--- src/rtl/sram_arbiter.sv ---
// sram_arbiter
//   Round-robin lock arbiter for the single packet-SRAM port. A master raises
//   req_i for a whole multi-access transaction and keeps the port until it
//   drops req_i. The holder's SRAM bus is muxed onto the pins. Read data is
//   broadcast to every master.
//
// Ports
//   clk, rst            clock, asynchronous active-low reset
//   req_i[NUM_REQ]      per-master lock request
//   m_ce_i / m_we_i     per-master chip / write enable
//   m_addr_i            per-master address, master k at [k*ADDR_W +: ADDR_W]
//   m_width_i           per-master access width (bytes), 4 bits per master
//   m_data_i            per-master write data, DATA_W bits per master
//   grant_o             registered one-hot grant
//   grant_idx_o         holder index (valid while busy_o)
//   busy_o              a grant is active
//   rdata_o             sram_data_i passthrough
//   hold_timeout_o      one-cycle pulse on the MAX_HOLD-th granted cycle
//   sram_*_o            SRAM pins, gated by the live grant
//   sram_data_i         SRAM read data (1-cycle read latency)
module sram_arbiter #(
   parameter int NUM_REQ  = 4,
   parameter int ADDR_W   = 32,
   parameter int DATA_W   = 32,
   parameter int MAX_HOLD = 1024
) (
   input  logic                        clk,
   input  logic                        rst,
   input  logic [NUM_REQ-1:0]          req_i,
   input  logic [NUM_REQ-1:0]          m_ce_i,
   input  logic [NUM_REQ-1:0]          m_we_i,
   input  logic [NUM_REQ*ADDR_W-1:0]   m_addr_i,
   input  logic [NUM_REQ*4-1:0]        m_width_i,
   input  logic [NUM_REQ*DATA_W-1:0]   m_data_i,
   output logic [NUM_REQ-1:0]          grant_o,
   output logic [2:0]                  grant_idx_o,
   output logic                        busy_o,
   output logic [DATA_W-1:0]           rdata_o,
   output logic                        hold_timeout_o,
   output logic                        sram_ce_o,
   output logic                        sram_we_o,
   output logic [ADDR_W-1:0]           sram_addr_o,
   output logic [3:0]                  sram_width_o,
   output logic [DATA_W-1:0]           sram_data_o,
   input  logic [DATA_W-1:0]           sram_data_i
);

   localparam int CNT_W = (MAX_HOLD < 2) ? 1 : $clog2(MAX_HOLD + 1);
   localparam logic [CNT_W-1:0] CNT_SAT  = CNT_W'(MAX_HOLD);
   // Counter holds (granted cycles - 1), so the MAX_HOLD-th granted cycle
   // is the one where the counter equals MAX_HOLD-1.
   localparam logic [CNT_W-1:0] CNT_LAST = (MAX_HOLD > 0) ? CNT_W'(MAX_HOLD - 1) : '0;
   localparam logic [2:0]       IDX_TOP  = 3'(NUM_REQ - 1);

   typedef enum logic {IDLE, BUSY} state_t;

   state_t               state_q, state_d;
   logic [NUM_REQ-1:0]   grant_q, grant_d;
   logic [2:0]           idx_q, idx_d;
   logic [2:0]           rr_q, rr_d;
   logic [CNT_W-1:0]     cnt_q, cnt_d;

   // First requester at or after 'start' in circular order: {found, index}.
   function automatic logic [3:0] rr_pick(input logic [NUM_REQ-1:0] r,
                                          input logic [2:0] start);
      logic [3:0] res;
      int         k;
      res = '0;
      // Scan from the far end so the closest requester wins last.
      for (int i = NUM_REQ - 1; i >= 0; i--) begin
         k = int'(start) + i;
         if (k >= NUM_REQ) k = k - NUM_REQ;
         if (|(r & (NUM_REQ'(1) << k))) res = {1'b1, 3'(k)};
      end
      return res;
   endfunction

   //--------------------------------------------------------------------------
   // State registers
   //--------------------------------------------------------------------------
   always_ff @(posedge clk or negedge rst) begin
      if (!rst) begin
         state_q <= IDLE;
         grant_q <= '0;
         idx_q   <= '0;
         rr_q    <= '0;
         cnt_q   <= '0;
      end else begin
         state_q <= state_d;
         grant_q <= grant_d;
         idx_q   <= idx_d;
         rr_q    <= rr_d;
         cnt_q   <= cnt_d;
      end
   end

   //--------------------------------------------------------------------------
   // Next-state / arbitration
   //--------------------------------------------------------------------------
   logic       holder_req;
   logic [2:0] rr_next;
   logic [3:0] pick_idle, pick_hand;

   always_comb begin
      state_d    = state_q;
      grant_d    = grant_q;
      idx_d      = idx_q;
      rr_d       = rr_q;
      cnt_d      = cnt_q;
      holder_req = |(grant_q & req_i);
      rr_next    = (idx_q == IDX_TOP) ? 3'd0 : idx_q + 3'd1;
      pick_idle  = rr_pick(req_i, rr_q);
      pick_hand  = rr_pick(req_i, rr_next);

      unique case (state_q)
         IDLE: begin
            if (pick_idle[3]) begin
               state_d = BUSY;
               grant_d = NUM_REQ'(1) << pick_idle[2:0];
               idx_d   = pick_idle[2:0];
               cnt_d   = '0;
            end
         end
         BUSY: begin
            if (holder_req) begin
               if (cnt_q != CNT_SAT) cnt_d = cnt_q + 1'b1;
            end else begin
               // Release edge: pointer moves past the holder and, if anyone
               // else is waiting, the grant hands off with no idle cycle.
               rr_d = rr_next;
               if (pick_hand[3]) begin
                  grant_d = NUM_REQ'(1) << pick_hand[2:0];
                  idx_d   = pick_hand[2:0];
                  cnt_d   = '0;
               end else begin
                  state_d = IDLE;
                  grant_d = '0;
                  idx_d   = '0;
                  cnt_d   = '0;
               end
            end
         end
         default: state_d = IDLE;
      endcase
   end

   assign grant_o        = grant_q;
   assign grant_idx_o    = idx_q;
   assign busy_o         = (state_q == BUSY);
   assign hold_timeout_o = (MAX_HOLD != 0) && busy_o && (cnt_q == CNT_LAST);
   assign rdata_o        = sram_data_i;

   //--------------------------------------------------------------------------
   // SRAM mux. Only a holder that still asserts req_i drives the pins, so a
   // residual grant cycle after release never reaches the SRAM. Reset clears
   // grant_q asynchronously, which zeroes the pins without a clock.
   //--------------------------------------------------------------------------
   logic [NUM_REQ-1:0] live;

   always_comb begin
      live         = grant_q & req_i;
      sram_ce_o    = |(live & m_ce_i);
      sram_we_o    = |(live & m_ce_i & m_we_i);
      sram_addr_o  = '0;
      sram_width_o = '0;
      sram_data_o  = '0;
      for (int k = 0; k < NUM_REQ; k++) begin
         if (live[k]) begin
            sram_addr_o  = sram_addr_o  | m_addr_i[k*ADDR_W +: ADDR_W];
            sram_width_o = sram_width_o | m_width_i[k*4 +: 4];
            sram_data_o  = sram_data_o  | m_data_i[k*DATA_W +: DATA_W];
         end
      end
   end

endmodule

--- config.mk ---
export PLATFORM = sky130hd
export DESIGN_NAME = sram_arbiter
export DESIGN_NICKNAME = d
export VERILOG_FILES = /design/src/rtl/sram_arbiter.sv
export SDC_FILE = /design/constraint.sdc
export NUM_CORES = 1
export LEC_CHECK = 0
export ABC_CLOCK_PERIOD_IN_PS = 4000
export BUFFER_PORTS_ARGS = -buffer_cell sky130_fd_sc_hd__buf_2
export CAP_MARGIN = 10
export CORE_AREA = 4 4 167 169
export CTS_CLUSTER_SIZE = 16
export DETAILED_ROUTE_END_ITERATION = 10
export DIE_AREA = 0 0 171 173
export GPL_TIMING_DRIVEN = 0
export HOLD_SLACK_MARGIN = 0.08
export PLACE_DENSITY_LB_ADDON = 0.25
export SETUP_SLACK_MARGIN = 0.3
export SLEW_MARGIN = 25
export SYNTH_ARGS = -nofsm -noshare
export SYNTH_HDL_FRONTEND = slang
export SYNTH_SLANG_ARGS = --single-unit
--- constraint.sdc ---
create_clock -name clk -period 4 [get_ports clk]
set_clock_uncertainty 0.15 [all_clocks]
set_input_delay 0.2 -clock clk [delete_from_list [all_inputs] [get_ports clk]]
set_output_delay 0.2 -clock clk [all_outputs]
set_load 0.005 [all_outputs]
==> results.tsv, run 1 <==
metric	value	unit
cp_cell_sequence	ha_1 -> buf_6 -> nor2b_4 -> or2_1 -> buf_6 -> inv_1 -> ha_2 -> nor4bb_1 -> a211oi_2 -> o31ai_4 -> nand3_1 -> o211a_1 -> or4_4 -> o221ai_2	
synth-simple-area-share	0.206	
p_sw_frac	0.523	
core_area	26600	um^2
fmax	0.280	GHz
fin_tns_setup	0	ps
path_class	reg -> reg	
h-tree-depth	1	
p_clk_frac	0.066	
status	complete, no violations	
synth_compound_area_frac	0.417	
die_y	173	um
clk_latency	260	ps
crit_path_start_kind	flop	
syn-num-nets	826	
avgViaCountPerCell	4.51	
start_util	0.136	
wl_per_cell	21.7	um
power_density	528	nW/um^2
synthCells	494	
synth_xor_area_frac	0.0169	
grt_pass1_wl	36200	um
clock_path_buffers	2	
port_buffers	396	
p_comb_frac	0.824	
yosys_warnings	0	
syn_avg_cell_area	7.33	um^2
p_int	1.56	mW
wl	26800	um
dp_hpwl	23200	um
ys.flop_type	dfrtp_1	
synthArstFlopShare	1.00	
cp_num_buf_inv	3	
cp-endpoint	grant_o[1]$_DFFE_PN0P_	
r2r_end	grant_o[1]$_DFFE_PN0P_	
setup_violations	0	
required	4030	ps
ys_types	60	
io_pins	429	
min_period	3580	ps
fin_cells	1236	
hold_viol_final	0	
cts_sinks	22	
drive_gt1_frac	0.513	
die_area	29600	um^2
ys_seq_area_frac	0.152	
first_global_vias	5326	
period_share	0.894	
crit_path_max_incr_delay	530	ps
overflow	0	
final_nets	1229	
p_seq_frac	0.109	
synthAdderAreaFrac	0.0484	
path_clk_slew	60	ps
rsz0062_at_grt	false	
reg2reg_slack	420	ps
worstReg2RegStart	grant_idx_o[0]$_DFFE_PN0P_	
finalPower	3.26	mW
die_w	171	um
synth-edff-count	0	
cp-startpoint	grant_idx_o[0]$_DFFE_PN0P_	
antenna_found_initial	1	
fin_hold_ws	305	ps
firstDrtPassIters	5	
synth_top_family_by_area	compound AO/OA/AOI/OAI gates	
ant_nets	0	
drc	0	
ys_ff_latch	22	
maxCapViolations	0	
final_util	0.232	
numCtsBuffers	3	
synth_area	3620	um^2
cp.arrival	3600	ps
muxShareOfSynthArea	0.0314	
insertedDiodeCount	0	
gp_congestion	0.879	
worst_slew_pin_slew	1060	ps
p_leak	3.25	nW
crit_fanout	10	
track_usage	0.164	
crit_top_cell	buf_6	
synthToLayoutAreaGrowth	70.5	%
cp.depth	14	
critical-path-top-delay-family	simple AND/OR/NAND/NOR gates	
cts_root_buffer	clkbuf_16	
switching_power	1.70	mW
final_max_slew_viol_count	0	
grt_max_degree	23	
vias	5576	
rr_worst_depth	14	
num_rows	60	
drt-initial-drc-count	379	
ir_worst_vdd	0.385	mV
tritoncts	built	
endpoint_kind	flop	
relSlewSlack	0.292	
hold_path.class	in -> async	
place_inst	1231	
crit_slowest_cell	or4_4	
-- cell usage in the layout (no fill, tap or decap), drive strengths merged, types with 3 or more instances in the layout --
master	count
ha	14
nand2	86
dfrtp	22
mux2i	8
o221ai	3
o41ai	3
inv	14
nor2b	3
o21ai	15
a22oi	144
or2	4
or3	7
and2	9
nor3	5
o31ai	6
clkbuf	23
xnor2	6
nand2b	4
nor4	5
nand3	11
nor2	11
buf	448
nand4	3
a21oi	9
-- how the worst min path moves through the flow --
stage                                   to  cells after the start  startpoint
floorplan                 busy_o$_DFF_PN0_                      0         rst
global placement      cnt_q[5]$_DFFE_PN0P_                      1         rst
detailed placement  grant_o[0]$_DFFE_PN0P_                      1         rst
CTS                   cnt_q[4]$_DFFE_PN0P_                      2         rst
global route          cnt_q[4]$_DFFE_PN0P_                      2         rst
finish                cnt_q[4]$_DFFE_PN0P_                      2         rst
-- synthesized netlist by cell type, types with 7 or more instances --
cell type,instances,area (um^2)
a22oi_1,144,1080
nand2_1,86,323
buf_4,32,240
dfrtp_1,22,551
clkbuf_1,20,75.1
buf_1,15,56.3
ha_1,14,175
inv_1,14,52.6
o21ai_0,14,70.1
nand3_1,11,55.1
nor2_1,11,41.3
a21oi_1,9,45.0
and2_1,8,50.1
mux2i_1,8,80.1
or3_1,7,43.8
-- kinds of logic (layout without fill, tap and decap cells) --
group / count (synthesis) / after routing
AOI/OAI and AO/OA: 200 / 200
xor gates and xnor gates: 7 / 7
adders and majority gates: 14 / 14
buffers and inverters: 85 / 486
DFF: 22 / 22
muxes: 10 / 10
and+or+nand+nor: 156 / 156
-- cell type report --
class | count | area (um^2)
buffer | 71 | 410
clock buffer | 3 | 75.1
fill | 3065 | 20400
inverter | 14 | 52.6
multi-input combinational | 387 | 2650
sequential | 22 | 553
tap | 341 | 427
timing repair buffer | 398 | 2010
-- registers in the layout, summed over array words and instances (netlist names) --
name         count
busy_o           1
cnt_q           11
grant_idx_o      3
grant_o          4
rr_q             3
-- per-stage QoR --
step                      instance area, um^2  setup slack, ps
final                                    6170              422
after global routing                     6170              318
after CTS                                6140              353
after detailed placement                 6030              174
after global placement                   6030              176
after floorplan                          3620              568
-- per-layer routing --
| layer | vias up | routed length (um) | track usage |
|---|---|---|---|
| met4 | 0 | 229 | 0.0201 |
| met2 | 258 | 11800 | 0.256 |
| met3 | 11 | 3120 | 0.0642 |
| met1 | 2638 | 11600 | 0.221 |
| met5 | - | 0 | 0 |
| li1 | 2669 | - | - |
-- worst register-to-register path, delay by kind of cell (launching register included) --
kind                       cells  cell delay [ps]
and+or+nand+nor                5             1340
adders and majority gates      2              450
AOI/OAI and AO/OA              4              730
buffers and inverters          3              340
DFF                            1              490
-- power by group through the flow --
stage | combinational (mW) | sequential [mW] | clock (mW)
3_5_place_dp | 2.58 | 0.356 | 0
4_1_cts | 2.66 | 0.354 | 0.218
5_1_grt | 2.97 | 0.367 | 0.228
3_3_place_gp | 2.59 | 0.356 | 0
2_1_floorplan | 1.57 | 0.338 | 0
6_report | 2.69 | 0.357 | 0.216
-- timing repair --
item | in CTS | in global routing
gates resized for setup | 4 | 7
setup buffers | 1 | 0
endpoints found under the hold margin | 22 | 0
hold buffers | 1 | 0
setup endpoints to repair | 3 | 3
pin swaps | 1 | 1
(Power assumes the default switching activity.)
==> run 2: changes to the inputs <==
--- a/config.mk
+++ b/config.mk
@@ -5,7 +5,7 @@
 export SDC_FILE = /design/constraint.sdc
 export NUM_CORES = 1
 export LEC_CHECK = 0
-export ABC_CLOCK_PERIOD_IN_PS = 4000
+export ABC_CLOCK_PERIOD_IN_PS = 4400
 export BUFFER_PORTS_ARGS = -buffer_cell sky130_fd_sc_hd__buf_2
 export CAP_MARGIN = 10
 export CORE_AREA = 4 4 167 169
==> constraint.sdc (replaced) <==
create_clock -name clk -period 4.4 [get_ports clk]
set_clock_uncertainty 0.15 [all_clocks]
set_input_delay 0.22 -clock clk [delete_from_list [all_inputs] [get_ports clk]]
set_output_delay 0.22 -clock clk [all_outputs]
set_load 0.005 [all_outputs]
==> run 2 against run 1 <==
Core utilization decreased by 0.23 points. Count of clock-buffer cells in the layout unchanged. Non-clock buffer count decreased by 1. Largest power group unchanged.
==> results.tsv, run 2 (synthesized netlist as in run 1, its figures left out) <==
metric	value	unit	change
status	complete, no violations		unchanged
dp_hpwl	23200	um	unchanged
endpoint_kind	flop		unchanged
h-tree-depth	1		unchanged
insertedDiodeCount	0		unchanged
path_clk_slew	60	ps	about the same
relSlewSlack	0.261		was 0.292
cp.depth	13		was 14
gp_congestion	0.879		unchanged
track_usage	0.164		about the same
top_register	cnt_q		unchanged
maxCapViolations	0		unchanged
critical-path-top-delay-family	simple AND/OR/NAND/NOR gates		unchanged
die_area	29600	um^2	unchanged
start_util	0.136		unchanged
postCtsSetupRepairBufs	0		was 1
grt_pass1_wl	36200	um	about the same
hold_path.class	in -> async		unchanged
rr_worst_depth	13		was 14
avgViaCountPerCell	4.50		was 4.51
numCtsBuffers	3		unchanged
layout_common_cells	buf_2 (397), a22oi_1 (144), nand2_1 (86)		was buf_2 (397), a22oi_1 (143), nand2_1 (86)
largest_reg_flops	11		unchanged
core_area	26600	um^2	unchanged
min_period	3850	ps	was 3580 ps
port_buffers	396		unchanged
crit_top_cell	ha_1		was buf_6
crit_path_max_incr_delay	530	ps	about the same
final_max_slew_viol_count	0		unchanged
wl	26800	um	about the same
die_y	173	um	unchanged
drt-initial-drc-count	389		was 379
die_w	171	um	unchanged
synthToLayoutAreaGrowth	68.9	%	was 70.5%
finalPower	2.84	mW	was 3.26 mW
rsz0062_at_grt	false		unchanged
period_share	0.876		was 0.894
overflow	0		unchanged
required	4420	ps	was 4030 ps
num_rows	60		unchanged
drive_gt1_frac	0.502		was 0.513
wl_per_cell	21.7	um	about the same
cts_root_buffer	clkbuf_16		unchanged
crit_slowest_cell	or4_4		unchanged
r2r_end	grant_o[1]$_DFFE_PN0P_		unchanged
crit_fanout	9		was 10
cp.arrival	3880	ps	was 3600 ps
grt_max_degree	23		unchanged
ir_worst_vdd	0.343	mV	was 0.385 mV
tritoncts	built		unchanged
final_nets	1228		was 1,229
cp_num_buf_inv	2		was 3
cp_cell_sequence	ha_1 -> buf_6 -> nor2b_4 -> nand2b_2 -> inv_1 -> ha_1 -> nor4bb_1 -> a211oi_1 -> o31ai_2 -> nand3_1 -> o211a_1 -> or4_4 -> o221ai_2		was ha_1 -> buf_6 -> nor2b_4 -> or2_1 -> buf_6 -> inv_1 -> ha_2 -> nor4bb_1 -> a211oi_2 -> o31ai_4 -> nand3_1 -> o211a_1 -> or4_4 -> o221ai_2
fmax	0.260	GHz	was 0.280 GHz
power_density	465	nW/um^2	was 528 nW/um^2
first_global_vias	5321		was 5,326
clk_latency	260	ps	about the same
p_leak	3.24	nW	was 3.25 nW
reg2reg_slack	550	ps	was 420 ps
worstReg2RegStart	grant_idx_o[0]$_DFFE_PN0P_		unchanged
setup_violations	0		unchanged
fin_tns_setup	0	ps	unchanged
worst_slew_pin_slew	1110	ps	was 1060 ps
final_common_cell	buf_2		unchanged
hold_viol_final	0		unchanged
drc	0		unchanged
crit_path_start_kind	flop		unchanged
ant_nets	0		unchanged
postCtsResizedCells	0		was 4
antenna_found_initial	1		unchanged
clock_path_buffers	2		unchanged
firstDrtPassIters	5		unchanged
path_class	reg -> reg		unchanged
vias	5563		was 5,576
io_pins	429		unchanged
cts_sinks	22		unchanged
==> run 2: changes by cell type in the layout (fill, tap and decap cells not counted), sizes merged <==
cell,previous run,this run
buf,448,447
==> run 2: cell type report <==
class                           instances  area (um^2)
Tap cell                              341          427
Inverter                               14         52.6
Clock buffer                            3         75.1
Buffer                                 71          410
Sequential cell                        22          551
Fill cell                            3075        20500
Timing Repair Buffer                  397         1990
Multi-Input combinational cell        387         2610
==> run 2: worst max-delay path by stage <==
stage	start	endpoint	slack, ps
after detailed placement	grant_idx_o[0]$_DFFE_PN0P_	grant_o[1]$_DFFE_PN0P_	570
after CTS	grant_idx_o[0]$_DFFE_PN0P_	grant_o[1]$_DFFE_PN0P_	550
after floorplan	grant_idx_o[0]$_DFFE_PN0P_	grant_o[1]$_DFFE_PN0P_	970
final	grant_idx_o[0]$_DFFE_PN0P_	grant_o[1]$_DFFE_PN0P_	550
after global placement	grant_idx_o[0]$_DFFE_PN0P_	grant_o[1]$_DFFE_PN0P_	580
after global routing	grant_idx_o[0]$_DFFE_PN0P_	grant_o[1]$_DFFE_PN0P_	380
==> run 2: through the flow <==
stage	cell area, um^2	cells	util	setup WS [ps]	hold WS [ps]
detailed placement	6030	1231	0.227	574	88.4
global route	6110	1235	0.230	376	401
global placement	6030	1231	0.227	576	81.6
CTS	6110	1235	0.230	553	343
finish	6110	1235	0.230	548	325
floorplan	3620	494	-	968	-226
==> run 2: routing by layer <==
| layer | track usage | up-vias | wire length (um) |
|---|---|---|---|
| li1 | - | 2667 | - |
| met1 | 0.221 | 2629 | 11600 |
| met2 | 0.256 | 256 | 11800 |
| met3 | 0.0642 | 11 | 3160 |
| met4 | 0.0201 | 0 | 229 |
| met5 | 0 | - | 0 |
==> run 2: repair_timing <==
item,in CTS,in global routing
endpoints found under the setup margin,0,0
hold buffers,1,0
hold endpoints to repair,22,0
==> run 2: where the power goes <==
group | total [mW] | switching [mW] | internal, mW | leakage [nW]
clock | 0.193 | 0.0730 | 0.120 | 0.0370
combinational | 2.33 | 1.37 | 0.960 | 2.92
sequential | 0.320 | 0.0621 | 0.258 | 0.291
